`config.mk`:
```
export PLATFORM = sky130hd
export DESIGN_NAME = imm_gen_pipe
export DESIGN_NICKNAME = d
export VERILOG_FILES = /design/src/rtl/imm_pkg.sv /design/src/rtl/imm_skid_buf.sv /design/src/rtl/imm_gen_pipe.sv
export SDC_FILE = /design/constraint.sdc
export NUM_CORES = 1
export LEC_CHECK = 0
export ABC_AREA = 1
export CAP_MARGIN = 40
export CORE_UTILIZATION = 45
export CTS_CLUSTER_SIZE = 28
export DETAILED_ROUTE_END_ITERATION = 16
export PLACE_DENSITY = 0.65
export SLEW_MARGIN = 20
export SYNTH_ARGS = -nofsm -noshare
export SYNTH_HDL_FRONTEND = slang
export SYNTH_HIERARCHICAL = 1
export SYNTH_SLANG_ARGS = --single-unit
```
`constraint.sdc`:
```
create_clock -name clk -period 7.6 [get_ports clk]
set_input_delay 1.52 -clock clk [delete_from_list [all_inputs] [get_ports clk]]
set_output_delay 1.52 -clock clk [all_outputs]
set_load 0.01 [all_outputs]
```
`src/rtl/imm_pkg.sv`:
```
// imm_pkg: shared format enum, opcodes and immediate decode for the imm_gen pipeline
package imm_pkg;

    typedef enum logic [2:0] {
        FMT_R   = 3'd0,
        FMT_I   = 3'd1,
        FMT_S   = 3'd2,
        FMT_B   = 3'd3,
        FMT_U   = 3'd4,
        FMT_J   = 3'd5,
        FMT_ILL = 3'd7
    } fmt_e;

    localparam logic [6:0] OP_LOAD   = 7'b0000011;
    localparam logic [6:0] OP_IMM    = 7'b0010011;
    localparam logic [6:0] OP_JALR   = 7'b1100111;
    localparam logic [6:0] OP_FENCE  = 7'b0001111;
    localparam logic [6:0] OP_SYSTEM = 7'b1110011;
    localparam logic [6:0] OP_STORE  = 7'b0100011;
    localparam logic [6:0] OP_BRANCH = 7'b1100011;
    localparam logic [6:0] OP_LUI    = 7'b0110111;
    localparam logic [6:0] OP_AUIPC  = 7'b0010111;
    localparam logic [6:0] OP_JAL    = 7'b1101111;
    localparam logic [6:0] OP_OP     = 7'b0110011;
    localparam logic [6:0] OP_IMM32  = 7'b0011011;
    localparam logic [6:0] OP_32     = 7'b0111011;

    // imm is produced at the widest XLEN; narrower datapaths truncate it
    typedef struct packed {
        fmt_e        fmt;
        logic [63:0] imm;
    } dec_t;

    function automatic dec_t decode_imm(input logic [31:0] instr, input logic rv64);
        dec_t d;
        d.fmt = FMT_ILL;
        d.imm = '0;
        case (instr[6:0])
            OP_LOAD, OP_IMM, OP_JALR, OP_FENCE, OP_SYSTEM: d.fmt = FMT_I;
            OP_STORE:         d.fmt = FMT_S;
            OP_BRANCH:        d.fmt = FMT_B;
            OP_LUI, OP_AUIPC: d.fmt = FMT_U;
            OP_JAL:           d.fmt = FMT_J;
            OP_OP:            d.fmt = FMT_R;
            OP_IMM32:         d.fmt = rv64 ? FMT_I : FMT_ILL;
            OP_32:            d.fmt = rv64 ? FMT_R : FMT_ILL;
            default:          d.fmt = FMT_ILL;
        endcase
        case (d.fmt)
            FMT_I:   d.imm = {{52{instr[31]}}, instr[31:20]};
            FMT_S:   d.imm = {{52{instr[31]}}, instr[31:25], instr[11:7]};
            FMT_B:   d.imm = {{52{instr[31]}}, instr[7], instr[30:25], instr[11:8], 1'b0};
            FMT_U:   d.imm = {{32{instr[31]}}, instr[31:12], 12'b0};
            FMT_J:   d.imm = {{44{instr[31]}}, instr[19:12], instr[20], instr[30:21], 1'b0};
            default: d.imm = '0;
        endcase
        return d;
    endfunction

endpackage

```
`src/rtl/imm_skid_buf.sv`:
```
// imm_skid_buf: two-entry valid/ready skid buffer with registered in_ready
module imm_skid_buf #(
    parameter int W = 8
) (
    input  logic         clk,
    input  logic         rst,
    input  logic         flush,
    input  logic         in_valid,
    output logic         in_ready,
    input  logic [W-1:0] in_data,
    output logic         out_valid,
    input  logic         out_ready,
    output logic [W-1:0] out_data
);
    logic         skid_valid;
    logic [W-1:0] skid_data;
    logic         acc;
    logic         drain;

    assign in_ready = !skid_valid;
    assign acc      = in_valid && in_ready;
    assign drain    = out_valid && out_ready;

    // skid only fills while main is stalled, so acc and skid_valid never coincide
    always_ff @(posedge clk) begin
        if (rst) begin
            out_valid  <= 1'b0;
            skid_valid <= 1'b0;
            out_data   <= '0;
            skid_data  <= '0;
        end else if (flush) begin
            out_valid  <= 1'b0;
            skid_valid <= 1'b0;
        end else if (!out_valid || drain) begin
            out_valid <= skid_valid || acc;
            if (skid_valid) begin
                out_data   <= skid_data;
                skid_valid <= 1'b0;
            end else if (acc) begin
                out_data <= in_data;
            end
        end else if (acc) begin
            skid_valid <= 1'b1;
            skid_data  <= in_data;
        end
    end
endmodule

```
`src/rtl/imm_gen_pipe.sv`:
```
// imm_gen_pipe: decodes immediate, PC-relative target and misalignment, buffered by a skid stage
module imm_gen_pipe
    import imm_pkg::*;
#(
    parameter int XLEN     = 32,
    parameter int IALIGN   = 32,
    parameter bit RV64_OPS = 1'b0
) (
    input  logic            clk,
    input  logic            rst,
    input  logic            flush,
    input  logic            in_valid,
    output logic            in_ready,
    input  logic [31:0]     in_instr,
    input  logic [XLEN-1:0] in_pc,
    output logic            out_valid,
    input  logic            out_ready,
    output logic [2:0]      out_fmt,
    output logic [XLEN-1:0] out_imm,
    output logic [XLEN-1:0] out_target,
    output logic            out_misaligned,
    output logic [XLEN-1:0] out_pc
);
    localparam int W = 4 + 3 * XLEN;

    dec_t            dec;
    logic [XLEN-1:0] imm;
    logic [XLEN-1:0] target;
    logic            is_bj;
    logic            mis;
    logic [W-1:0]    in_data;
    logic [W-1:0]    out_data;

    assign dec    = decode_imm(in_instr, RV64_OPS);
    assign imm    = XLEN'(dec.imm);
    assign is_bj  = dec.fmt == FMT_B || dec.fmt == FMT_J;
    // JALR needs rs1, so only B, J and AUIPC produce a target here
    assign target = (is_bj || in_instr[6:0] == OP_AUIPC) ? in_pc + imm : '0;
    assign mis    = is_bj && (target[0] || (IALIGN == 32 && target[1]));
    assign in_data = {dec.fmt, mis, imm, target, in_pc};

    imm_skid_buf #(.W(W)) u_buf (
        .clk       (clk),
        .rst       (rst),
        .flush     (flush),
        .in_valid  (in_valid),
        .in_ready  (in_ready),
        .in_data   (in_data),
        .out_valid (out_valid),
        .out_ready (out_ready),
        .out_data  (out_data)
    );

    assign {out_fmt, out_misaligned, out_imm, out_target, out_pc} = out_data;
endmodule

```
# ---- Word-level counts from Yosys, hierarchy flattened
# Cells that the tools add are included.
dict set report op_classes {
  bitwise_logic 2
  n_mux 5
  n_eq_ne 16
  n_reduce_logical 17
  addsub 1
}
# cell count
set op_table {}
lappend op_table {{two-way mux 100 bit} 2}
lappend op_table {{case mux 32 bit (5 select lines)} 1}
lappend op_table {{adder 32 bit} 1}
lappend op_table {{two-way mux 32 bit} 1}
lappend op_table {{== test 7 bit, second input constant} 4}
lappend op_table {{== test 7 x 6 -> 1 bit, second input constant} 3}
lappend op_table {{case mux 3 bit (6 select lines)} 1}
lappend op_table {{== test 7 x 5 -> 1 bit, second input constant} 2}
lappend op_table {{== test 7 x 2 -> 1 bit, second input constant} 1}
lappend op_table {{== test 7 x 4 -> 1 bit, second input constant} 1}
lappend op_table {{== test 3 x 2 -> 1 bit, second input constant} 2}
lappend op_table {{== test 3 bit, second input constant} 2}
lappend op_table {{AND reduction 3 bit} 2}
lappend op_table {{logical OR 1 bit} 5}
lappend op_table {{OR reduction 5 bit} 1}
lappend op_table {{OR reduction 2 bit} 2}
lappend op_table {{== test 3 x 1 -> 1 bit, second input constant} 1}
lappend op_table {{logical AND 1 bit} 3}
lappend op_table {{OR reduction 3 bit} 1}
lappend op_table {{logical NOT 1 bit} 2}
lappend op_table {{inverter 1 bit} 2}
lappend op_table {{nonzero test 2 bit} 1}
dict set report totals {
  reg_bits 202
  elab_cells 45
}

# ---- Logic depth before layout (Yosys ltp)
dict set report logic_depth {
  ltp_word 11
  ltp_mapped 27
  ltp_nobuf 27
}

# ---- Modules after synthesis
# The synthesis kept the hierarchy.
# mod area_per_inst_um2 n_inst seq_area_each_um2 cells_per_inst
set modules_own_cells {}
lappend modules_own_cells {imm_skid_buf 9419.0 1 4043.9 1513}
lappend modules_own_cells {imm_gen_pipe 2927.8 1 0.0 605}

# ---- Worst setup path before layout
# Ideal clock, no wire load.
dict set report synth_path {
  path_kind {input to register}
  start {input port in_instr[1]}
  end {register u_buf.out_data[63]}
  setup_time_ps 64
  path_stages 20
  t_arrival_ps 3936
  path_slack_ps 3601
  n_path_buf 0
  cell_sequence {nand2_2 -> nor2_2 -> inv_1 -> o21ai_4 -> o21ai_1 -> o21ai_0 -> ha_1 -> nand3_1 -> nand3_1 -> nand2_1 -> nand2_1 -> nand2_1 -> nand2_1 -> a21oi_1 -> nor2_1 -> nor2_1 -> inv_1 -> o21ai_0 -> nor2_1 -> nor2_1}
}
# element line_no
set synth_rtl {}
lappend synth_rtl {{from (decl)} imm_gen_pipe.sv:14} ;# input logic [31:0] in_instr,
lappend synth_rtl {{to (signal assigned)} imm_skid_buf.sv:37} ;# out_data <= skid_data;
lappend synth_rtl {{to (signal assigned)} imm_skid_buf.sv:40} ;# out_data <= in_data;
lappend synth_rtl {{to (decl)} imm_skid_buf.sv:13} ;# output logic [W-1:0] out_data

==> impl_metrics.sql <==
INSERT INTO impl_metrics (metric_group, metric, value, unit) VALUES
('synthesis', 'post-synth-top-area-fraction', '0.328', ''),
('critical_path', 'setup.worst_path.end_class', 'flip-flop', ''),
('sta', 'setup-tns-final', '0', 'ps'),
('drt', 'drtIter0Drc', '977', ''),
('sta', 'period_utilization', '0.656', ''),
('sta', 'report.final.setup_viol', '0', ''),
('final_layout', 'antennaDiodeCount', '0', ''),
('sta', 'unrepaired_setup_endpoints_after_global_routing', 'no', ''),
('sta', 'report.final.hold_viol_count', '0', ''),
('placed_design', 'io_buffers', '170', ''),
('critical_path', 'crit_fanout', '11', ''),
('placed_design', 'gp_congestion', '0.945', ''),
('synthesis', 'postSynthNetCount', '2219', ''),
('floorplanning', 'ioPinCount', '171', ''),
('global_route', 'grt_first_pass_wirelength', '60800', 'um'),
('drt', 'wl', '38300', 'um'),
('synthesis', 'synthesized_area_per_cell', '5.83', 'um^2'),
('min_path', 'timing.hold.worst.class', 'flip-flop to flip-flop', ''),
('placed_design', 'dp.final_hpwl', '27900', 'um'),
('synthesis', 'ys_warn_count', '6', ''),
('synthesis', 'largest_family_of_logic_cells_by_synthesized_area', 'simple AND/OR/NAND/NOR gates', ''),
('floorplanning', 'placeableCoreArea', '27000', 'um^2'),
('critical_path', 'r2r_cells', '6', ''),
('synthesis', 'leading_post_synthesis_cells_by_instance_count', '622 x sky130_fd_sc_hd__nand2_1, 487 x sky130_fd_sc_hd__nor2_1, 304 x sky130_fd_sc_hd__inv_1', ''),
('final_layout', 'post_route_cells_drive_above_1_share', '0.0362', ''),
('floorplanning', 'initial_utilization', '0.458', ''),
('clocking', 'cts_htree_levels', '1', ''),
('synthesis', 'mux_contribution_to_synthesized_area', '0', ''),
('run_status', 'outcome', 'complete, no violations', ''),
('synthesis', 'post_synth_inst_count', '2118', ''),
('sta', 'max_slew.worst_pin.slew', '1040', 'ps'),
('clocking', 'clock_pin_slew_worst_setup_and_hold_paths', '60', 'ps'),
('power', 'power.leakage', '7.14', 'nW'),
('global_route', 'grt_max_degree', '201', ''),
('clocking', 'clock_tree_sinks', '202', ''),
('drt', 'avgViaCountPerCell', '4.83', ''),
('sta', 'worst_clock_skew', '7.80', 'ps'),
('global_route', 'grt_use_total', '0.272', ''),
('clocking', 'hold_fix_buffers_at_cts', '0', ''),
('drt', 'ant_nets', '0', ''),
('synthesis', 'synthArstFlopShare', '0', ''),
('critical_path', 'ordered_list_of_cells_on_the_worst_path', 'clkdlybuf4s50_1 > inv_1 > nand2_1 > nand2_1 > nand2_1 > nand3_1 > nor2_1 > nand2_1 > nand2_1 > o21ai_0 > ha_1 > nand2_1 > nor2_1 > nand2_1 > nor4_1 > nand2_1 > nand3_1 > nand2_2 > nor2_2 > inv_1 > o21ai_0 > nor2_1 > nor2_1', ''),
('sta', 'layout_min_cycle_time', '4980', 'ps'),
('sta', 'timing.fmax', '201', 'MHz'),
('sta', 'final-max-slew-violation-count', '0', ''),
('critical_path', 'critical_path_arrival', '5440', 'ps'),
('job', 'cap_violations', '0', ''),
('clocking', 'tritoncts', 'built', ''),
('floorplanning', 'die_w', '168', 'um'),
('drt', 'dr.pass1.iters', '5', ''),
('critical_path', 'cp-start-kind', 'input pin', ''),
('min_path', 'min_path_cells', '2', ''),
('clocking', 'cts.repair.resized', '0', ''),
('sta', 'slew_headroom', '0.306', ''),
('floorplanning', 'floorplan.die_area', '28100', 'um^2'),
('synthesis', 'synth_cell_type_count', '38', ''),
('synthesis', 'synth_xor_area_frac', '0.00993', ''),
('synthesis', 'post_synth_simple_gate_area', '0.418', ''),
('clocking', 'cts.path.max_buffers', '3', ''),
('global_route', 'antenna_found_initial', '0', ''),
('critical_path', 'maximum_cell_stage_delay_along_the_critical_path', '580', 'ps'),
('critical_path', 'setup.worst_path.class', 'input pin to flip-flop', ''),
('synthesis', 'cell_area_after_synthesis', '12300', 'um^2'),
('final_layout', 'num-nets-final', '2326', ''),
('clocking', 'clock_tree.root_cell', 'sky130_fd_sc_hd__clkbuf_16', ''),
('floorplanning', 'die_y', '168', 'um'),
('critical_path', 'timing.reg2reg.setup_slack', '5530', 'ps'),
('final_layout', 'area_growth_syn_to_layout', '20.5', '%'),
('floorplanning', 'floorplan.rows', '60', ''),
('drt', 'drc', '0', ''),
('power', 'power.density_cell_area', '179', 'nW/um^2');
path summary, 6_finish.rpt:
path                               startpoint                               end
max                               in_instr[6]   u_buf/out_data[61]$_SDFFE_PP0P_
min          u_buf/skid_data[45]$_SDFFE_PP0P_  u_buf/skid_data[45]$_SDFFE_PP0P_
max reg2reg     u_buf/skid_valid$_SDFFE_PP0P_  u_buf/skid_data[25]$_SDFFE_PP0P_
min reg2reg  u_buf/skid_data[45]$_SDFFE_PP0P_  u_buf/skid_data[45]$_SDFFE_PP0P_
metrics by stage:
stage	setup slack, ps	hold slack [ps]	std cells	utilization	instance area, um^2
after global placement	2100	461	2535	0.519	14000
after detailed placement	2080	472	2540	0.524	14100
final	2620	481	2578	0.552	14900
after CTS	2620	484	2577	0.551	14900
after floorplan	3600	455	2118	-	12300
after global routing	2250	494	2578	0.552	14900
flip-flops by register name, summed over array words and instances (netlist names):
signal / cells
u_buf/out_valid: 1
u_buf/out_data: 100
u_buf/skid_data: 100
u_buf/skid_valid: 1
area by class of cell:
type / instances / area (um^2)
clock buffer: 34 / 687
clock inverter: 3 / 46.3
fill: 2741 / 12100
inverter: 311 / 1170
multi-input combinational: 1504 / 6580
sequential: 202 / 4050
tap: 341 / 427
timing repair buffer: 183 / 1920
per-layer routing:
metal,global-route usage,up-vias,part of all wire
met1,0.363,5522,0.47
met2,0.455,302,0.46
met3,0.0376,58,0.050
met5,0,-,0
li1,-,6573,-
met4,0.0774,0,0.026
where the power goes:
part           switching, mW  internal [mW]  total [mW]
clock network          0.444          0.652        1.10
logic                  0.258          0.181       0.440
registers             0.0232           1.10        1.13
total                  0.726           1.94        2.66
critical path, delay by kind of cell:
family	cells	cell delay (ps)
AOI/OAI and AO/OA	2	480
and+or+nand+nor	17	2200
buffers and inverters	3	730
adders and majority gates	1	480
kinds of logic after synthesis:
group | Yosys count
fa+ha+maj | 32
flops | 202
buf+inv | 412
xor+xnor | 14
simple gates | 1291
compound gates | 167
cells in the final DEF (no fill, tap or decap), drive strengths merged, types with 8 or more instances in the layout:
cell type	Yosys	final
xnor2	11	11
nand2	632	632
nor3	8	8
inv	311	312
dfxtp	202	202
nand3	137	137
o21ai	125	125
buf	68	13
clkbuf	33	34
a21oi	32	32
ha	31	31
clkdlybuf4s50	0	170
nor2	498	498
No activity file was read; power rests on OpenSTA's default activity.
